File: config.mk
export PLATFORM = sky130hd
export DESIGN_NAME = lcd_init_seq
export DESIGN_NICKNAME = d
export VERILOG_FILES = /design/src/rtl/lcd_init_seq.sv
export SDC_FILE = /design/constraint.sdc
export NUM_CORES = 1
export LEC_CHECK = 0
export ABC_AREA = 1
export CORE_MARGIN = 2
export CORE_UTILIZATION = 52
export DETAILED_ROUTE_END_ITERATION = 16
export GPL_TIMING_DRIVEN = 0
export MAX_ROUTING_LAYER = met4
export PLACE_DENSITY = 0.79
export SLEW_MARGIN = 30
export SYNTH_ARGS = -nofsm -noshare
export SYNTH_HDL_FRONTEND = slang
export SYNTH_SLANG_ARGS = --single-unit
File: constraint.sdc
create_clock -name clk -period 1.7 [get_ports clk]
set_clock_uncertainty 0.15 [all_clocks]
set_input_delay 0.34 -clock clk [delete_from_list [all_inputs] [get_ports clk]]
set_output_delay 0.34 -clock clk [all_outputs]
set_load 0.005 [all_outputs]
File: src/rtl/lcd_init_seq.sv
// rtl/lcd_init_seq.sv - HD44780-style LCD power-up/init sequencer with user word pass-through
module lcd_init_seq #(
  parameter int POWERUP_CYCLES   = 1500000,
  parameter int CMD_WAIT_CYCLES  = 4000,
  parameter int LONG_WAIT_CYCLES = 164000
) (
  input  logic       clk,
  input  logic       rst_n,
  input  logic [8:0] usr_data,
  input  logic       usr_valid,
  output logic       usr_ready,
  input  logic       reinit,
  output logic       init_done,
  output logic [8:0] ctrl_data,
  output logic       ctrl_valid,
  input  logic       ctrl_ready
);

  typedef enum logic [2:0] {
    S_POWERUP,
    S_INIT_SEND,
    S_INIT_WAIT,
    S_IDLE,
    S_USR_SEND,
    S_USR_WAIT
  } state_e;

  localparam logic [23:0] PU_LOAD   = 24'(POWERUP_CYCLES);
  localparam logic [23:0] CMD_LOAD  = 24'(CMD_WAIT_CYCLES);
  localparam logic [23:0] LONG_LOAD = 24'(LONG_WAIT_CYCLES);

  state_e      state_q, state_d;
  logic [23:0] cnt_q, cnt_d;
  logic [1:0]  idx_q, idx_d;
  logic [8:0]  data_q, data_d;
  logic        valid_q, valid_d;
  logic        done_q, done_d;

  logic        xfer;
  logic        long_cmd;
  logic        cnt_last;
  logic [1:0]  idx_nxt;
  logic [23:0] wait_load;

  // Init command ROM: function set, display on, clear, entry mode.
  function automatic logic [8:0] init_rom(input logic [1:0] i);
    case (i)
      2'd0:    init_rom = 9'h038;
      2'd1:    init_rom = 9'h00C;
      2'd2:    init_rom = 9'h001;
      default: init_rom = 9'h006;
    endcase
  endfunction

  assign xfer      = valid_q & ctrl_ready;
  // Clear (0x001) and return-home (0x002/0x003) need the long settle time.
  assign long_cmd  = (data_q[8:2] == 7'd0) && (data_q[1:0] != 2'd0);
  assign wait_load = long_cmd ? LONG_LOAD : CMD_LOAD;
  assign cnt_last  = (cnt_q == 24'd1);
  assign idx_nxt   = idx_q + 2'd1;

  assign usr_ready  = (state_q == S_IDLE) && !reinit;
  assign init_done  = done_q;
  assign ctrl_data  = data_q;
  assign ctrl_valid = valid_q;

  // Next-state logic: counters reload on entry to a timed state and step down to 1.
  always_comb begin
    state_d = state_q;
    cnt_d   = cnt_q;
    idx_d   = idx_q;
    data_d  = data_q;
    valid_d = valid_q;
    done_d  = done_q;
    case (state_q)
      S_POWERUP: begin
        if (cnt_last) begin
          state_d = S_INIT_SEND;
          idx_d   = 2'd0;
          data_d  = init_rom(2'd0);
          valid_d = 1'b1;
        end else begin
          cnt_d = cnt_q - 24'd1;
        end
      end
      S_INIT_SEND: begin
        if (xfer) begin
          valid_d = 1'b0;
          cnt_d   = wait_load;
          state_d = S_INIT_WAIT;
        end
      end
      S_INIT_WAIT: begin
        if (cnt_last) begin
          if (idx_q == 2'd3) begin
            state_d = S_IDLE;
            done_d  = 1'b1;
          end else begin
            idx_d   = idx_nxt;
            data_d  = init_rom(idx_nxt);
            valid_d = 1'b1;
            state_d = S_INIT_SEND;
          end
        end else begin
          cnt_d = cnt_q - 24'd1;
        end
      end
      S_IDLE: begin
        if (reinit) begin
          state_d = S_POWERUP;
          cnt_d   = PU_LOAD;
          idx_d   = 2'd0;
          done_d  = 1'b0;
        end else if (usr_valid) begin
          data_d  = usr_data;
          valid_d = 1'b1;
          state_d = S_USR_SEND;
        end
      end
      S_USR_SEND: begin
        if (xfer) begin
          valid_d = 1'b0;
          cnt_d   = wait_load;
          state_d = S_USR_WAIT;
        end
      end
      S_USR_WAIT: begin
        if (cnt_last) begin
          state_d = S_IDLE;
        end else begin
          cnt_d = cnt_q - 24'd1;
        end
      end
      default: begin
        state_d = S_POWERUP;
        cnt_d   = PU_LOAD;
        idx_d   = 2'd0;
        valid_d = 1'b0;
        done_d  = 1'b0;
      end
    endcase
  end

  // State register; reset aborts any transfer or wait immediately.
  always_ff @(posedge clk or negedge rst_n) begin
    if (!rst_n) begin
      state_q <= S_POWERUP;
      cnt_q   <= PU_LOAD;
      idx_q   <= 2'd0;
      data_q  <= 9'h000;
      valid_q <= 1'b0;
      done_q  <= 1'b0;
    end else begin
      state_q <= state_d;
      cnt_q   <= cnt_d;
      idx_q   <= idx_d;
      data_q  <= data_d;
      valid_q <= valid_d;
      done_q  <= done_d;
    end
  end

endmodule

== Word-level counts from Yosys, hierarchy flattened ==
Index checks and enable logic that the tools add are counted.

* Flip-flop bits (word level): 40
* Output and inout port bits: 12
* Logic and storage cells: 89

* Add/subtract/negate cells: 2
* Equality and inequality tests: 22
* Muxes and demuxes: 37
* Bitwise logic cells: 4
* Reductions and logical operators: 18

{| class="wikitable"
|+ Operator list
! operator !! number
|-
| 24-bit 2-to-1 mux || 3
|-
| 24-bit one-hot mux with 3 select lines || 1
|-
| 9-bit 2-to-1 mux || 5
|-
| 9-bit one-hot mux with 3 select lines || 1
|-
| 24-bit by 1-bit == test with 1-bit output (second input constant) || 1
|-
| 24-bit by 1-bit subtractor with 24-bit output (second input constant) || 1
|-
| 2-bit != test (second input constant) || 11
|-
| 3-bit 2-to-1 mux || 7
|-
| 18-bit 2-to-1 mux || 1
|-
| 3-bit one-hot mux with 6 select lines || 1
|-
| 6-bit one-hot mux with 3 select lines || 1
|-
| 6-bit AND reduction || 2
|-
| 2-bit 2-to-1 mux || 5
|-
| 1-bit 2-to-1 mux || 9
|-
| 2-bit one-hot mux with 4 select lines || 1
|-
| 7-bit zero test || 1
|-
| 7-bit AND reduction || 1
|-
| 3-bit by 2-bit == test with 1-bit output (second input constant) || 2
|-
| 3-bit == test (second input constant) || 2
|-
| 3-bit OR reduction || 2
|-
| 1-bit one-hot mux with 5 select lines || 1
|-
| 5-bit AND reduction || 1
|-
| 2-bit == test (second input constant) || 2
|-
| 4-bit AND reduction || 1
|-
| other kinds (17) || 20
|}

== Longest topological paths before layout ==
* Word-level depth: 6
* Mapped depth: 11

== Least setup slack after synthesis ==
Ideal clock, no wire load.

* Path type: register to register
* Start point: register cnt_q[0]
* End point: register cnt_q[18]
* Setup time: 0.067 ns
* Data arrival time: 1.403 ns
* Required time: 1.483 ns
* Path slack: 0.079 ns
* Cell stages (with the launch flop): 11
* Clock period less this slack: 1.621 ns
* Cells stage by stage: dfrtp_1 inv_1 ha_1 nand2_1 nor2_2 nand3_1 nand2_1 nand2_1 nor2_1 nor2_1 nor2_1

* Word-level cells in the longest chain between the ends: 3
* Elaborated cells on any way between the ends: 6
* Classes of those cells: add/sub (1); eq/ne (2); mux (2); reduce/logical (1)

{| class="wikitable"
|+ RTL lines
! what !! RTL line !! text
|-
| from (decl) || 33 || <nowiki>logic [23:0] cnt_q, cnt_d;</nowiki>
|-
| from (signal assigned) || 155 || <nowiki>cnt_q <= cnt_d;</nowiki>
|-
| 24-bit by 1-bit subtractor with 24-bit output / 24-bit by 1-bit == test with 1-bit output (equally long branches) || - ||
|-
| 24-bit 2-to-1 mux / 2-bit != test (equally long branches) || - ||
|-
| 24-bit one-hot mux with 3 select lines / 3-bit AND reduction (equally long branches) || - ||
|}

Several ways; a longest one is shown, not always the timed one. The select of a mux whose other input is x is not followed.
A chain may end at the register's enable or synchronous reset.

== Worst setup path in the final report ==
* Start point: register cnt_q[3]
* End point: register cnt_q[10]

Same word-level chain as after synthesis.

==> results_dict.tcl <==
set metrics [dict create \
    cellPowerDensity_nw_per_um2 432 \
    dp.final_hpwl_um 5170 \
    final_net_count 517 \
    synthTopCellsByArea "dfrtp_1 27%, nand2_1 18%, nor2_1 10%, dfstp_2 9.6%, nand3_1 6.6%" \
    worstPathBufferInverterCount 1 \
    drc 0 \
    yosys_register_bits 40 \
    grt_pass1_vias 3009 \
    cts_tree "built" \
    worst_path_dominant_cell_family "simple AND/OR/NAND/NOR gates" \
    die_x_um 76.6 \
    number_of_buffers_added_by_the_clock_tree_synthesis_step 5 \
    max_slew_margin_pct 78.2 \
    hold_viol 0 \
    holdCritPathClass "primary input to async pin" \
    leakage_nw 2.10 \
    synth_largest_area_cell "dfrtp_1" \
    mappedNetlistArea_um2 2740 \
    pin_count 26 \
    clock_tree.root_cell "clkbuf_8" \
    initial_core_util_pct 53.6 \
    vdd.ir_drop.worst_v 0.000345 \
    crit_path_end_kind "flop" \
    grt_remaining_overflow 0 \
    worstSetupPathDepth 9 \
    avgRoutedWirePerCell_um 19.4 \
    site_rows 26 \
    cell_internal_pwr_mw 1.42 \
    violated_checks "setup timing" \
    cts.path.max_buffers 2 \
    worst-r2r-cell-count 9 \
    core_area_um2 5110 \
    place.gp.congestion 0.949 \
    rsz0062_at_grt "yes" \
    crit_path_cell_trace "nor2_4, buf_6, nand2_4, nor2_4, nand3_1, nand3_1, nand2_1, nand2_1, nand2_1" \
    worstMarginPinSlew_ps 327 \
    syn_nets 431 \
    worst_path_most_repeated_cell "nand2_1" \
    detail_route.vias_per_cell 5.99 \
    post-route-worst-setup-slack_ps -299 \
    drive_above_1_share_pct 36.7 \
    number_of_different_library_cells_in_the_post_synthesis_netlist 30 \
    critical-path-slowest-cell "dfrtp_2" \
    remaining_antenna_violation_count_after_routing 0 \
    dr.pass1.iters 5 \
    setup_viol 40 \
    detailedRoute.firstIterationViolations 383 \
    finalMaxSlewViolations 0 \
    worst_ep_arrival_time_ps 2040 \
    swShare_pct 21.6 \
    post_syn_instances 412 \
    reg2reg_setup_slack_ps -300 \
    clkLatencyLatePin_ps 310 \
    post_route_wl_um 11100 \
    dpl-instance-area_um2 3090 \
    fin_area_um2 4190 \
    postLayoutCoreUtil_pct 82.0 \
    outcome "complete, but fails checks" \
    cts_htree_levels 2 \
    grt_antenna_before_repair 0 \
    syn-mean-instance-area_um2 6.64 \
    fmax_ghz 0.500 \
    element_type_at_the_critical_path_start "flop" \
    detailroute.via_count 3410 \
    synth-seq-area-share_pct 37.0 \
    antenna_cells_inserted 0 \
    global_route_wire_length_before_repair_um 13800 \
    seq_power_share_pct 52.6 \
    p_switching_mw 0.391 \
    fraction_of_synthesized_cell_area_taken_by_the_top_area_cell_type_pct 27.4 \
    commonest_non_fill_non_tap_cell_in_the_layout "nand2_1" \
    worst_setup_hold_path_clk_slew_ps 80 \
    io_buffers 25 \
    final.min_clock_period_ps 2000 \
    final.period_utilization_pct 118 \
    grt_start_max_net_pins 29 \
    crit_path_max_fanout 6 \
    grtUsageTotal_pct 30.4 \
    combinationalPowerShare_pct 3.2 \
    timing.critical_path.required_ps 1740 \
    clock-sinks 40 \
    fp.dieH_um 76.6 \
    mostFrequentLayoutCells "114 x nand2_1, 43 x nor2_1, 40 x buf_4, 32 x inv_1, 30 x nand3_1" \
    critical_path.max_stage_delay_ps 470 \
    cap_viol_max_count 0 \
    startpoint_to_endpoint_class_of_the_critical_path "flop to flop" \
    synth.yosys.warnings 0 \
    die_area_um2 5860 \
    clock_power_share_pct 44.3 \
    flow.area_growth_from_synthesis_pct 53.0 \
]
[flip-flops by register name (all words and copies together) (netlist names)]
signal / cells
idx_q: 2
cnt_q: 24
ctrl_valid: 1
ctrl_data: 9
state_q: 3
init_done: 1
[worst register-to-register path: cells and delay by family (launching register included)]
kind / cells / cell delay, ps
DFF: 1 / 470
and+or+nand+nor: 8 / 1120
buffers and inverters: 1 / 150
[power by group through the flow]
stage	registers [mW]	logic, mW	clock network (mW)
after floorplan	0.970	0.000188	0
after global placement	0.970	0.0505	0
after detailed placement	0.970	0.0551	0
after CTS	0.952	0.0575	0.790
after global routing	0.952	0.0638	0.830
final	0.952	0.0571	0.801
[routing by layer]
metal | share of wire, % | global-route usage (%) | vias to the layer above
li1 | - | - | 1478
met1 | 34 | 34.6 | 1594
met2 | 49 | 51.1 | 235
met3 | 8.3 | 5.33 | 103
met4 | 8.1 | 16.2 | 0
met5 | 0 | - | -
[final timing paths]
check | to | startpoint
max | cnt_q[10] | cnt_q[3]
min reg2reg | ctrl_data[8] | ctrl_data[8]
max in group asynchronous | cnt_q[8] | rst_n
min | cnt_q[19] | rst_n
min in group clk | ctrl_data[8] | ctrl_data[8]
max reg2reg | cnt_q[10] | cnt_q[3]
[cells by family (layout without fill, tap and decap cells)]
| group | after synthesis | after routing | share of synthesized area [%] |
|---|---|---|---|
| adder cells (fa/ha/maj) | 5 | 5 | 2.29 |
| buffers and inverters | 48 | 134 | 7.86 |
| AND/OR/NAND/NOR | 266 | 267 | 41.3 |
| flip-flops | 40 | 40 | 37.0 |
| AO/OA/AOI/OAI | 46 | 46 | 9.32 |
| XOR/XNOR | 7 | 7 | 2.24 |
[synthesized netlist by cell type]
| master | count |
|---|---|
| a21o_1 | 1 |
| a21oi_1 | 11 |
| a21oi_2 | 3 |
| a22o_1 | 2 |
| buf_2 | 1 |
| buf_4 | 3 |
| buf_6 | 3 |
| clkbuf_1 | 1 |
| dfrtp_1 | 30 |
| dfstp_2 | 10 |
| ha_1 | 5 |
| inv_1 | 36 |
| inv_2 | 4 |
| nand2_1 | 133 |
| nand2_2 | 4 |
| nand2_4 | 1 |
| nand3_1 | 36 |
| nand3_2 | 1 |
| nand4_1 | 5 |
| nand4_2 | 1 |
| nor2_1 | 74 |
| nor2_2 | 6 |
| nor2_4 | 3 |
| nor3_1 | 1 |
| o21ai_0 | 14 |
| o21ai_1 | 13 |
| o21bai_1 | 1 |
| o22ai_1 | 1 |
| or2_2 | 1 |
| xor2_1 | 7 |
[cell type report]
type / instances / area [um^2]
Clock inverter: 2 / 35.0
Multi-Input combinational cell: 325 / 1960
Buffer: 8 / 87.6
Fill cell: 297 / 920
Sequential cell: 40 / 1020
Inverter: 40 / 165
Tap cell: 70 / 87.6
Clock buffer: 6 / 72.6
Timing Repair Buffer: 78 / 762
[stage by stage]
| stage | hold WS, ps | TNS (ps) | worst slack (ps) | total power, mW | instances |
|---|---|---|---|---|---|
| 2_1_floorplan | -106 | 0 | 79.4 | 0.970 | 412 |
| 3_3_place_gp | 328 | -37560 | -882 | 1.02 | 507 |
| 3_5_place_dp | 104 | -5810 | -376 | 1.02 | 508 |
| 4_1_cts | 323 | -1.36 | -1.36 | 1.80 | 550 |
| 5_1_grt | 362 | -7120 | -318 | 1.85 | 569 |
| 6_report | 303 | -5260 | -299 | 1.81 | 569 |
[timing repair]
action,in CTS,in global routing
setup endpoints to repair,42,44
cloned,3,1
hold buffers,1,0
buffers inserted,30,18
gates resized for setup,73,88
pin swaps,21,29
hold endpoints to repair,5,0
(Power assumes the default switching activity.)
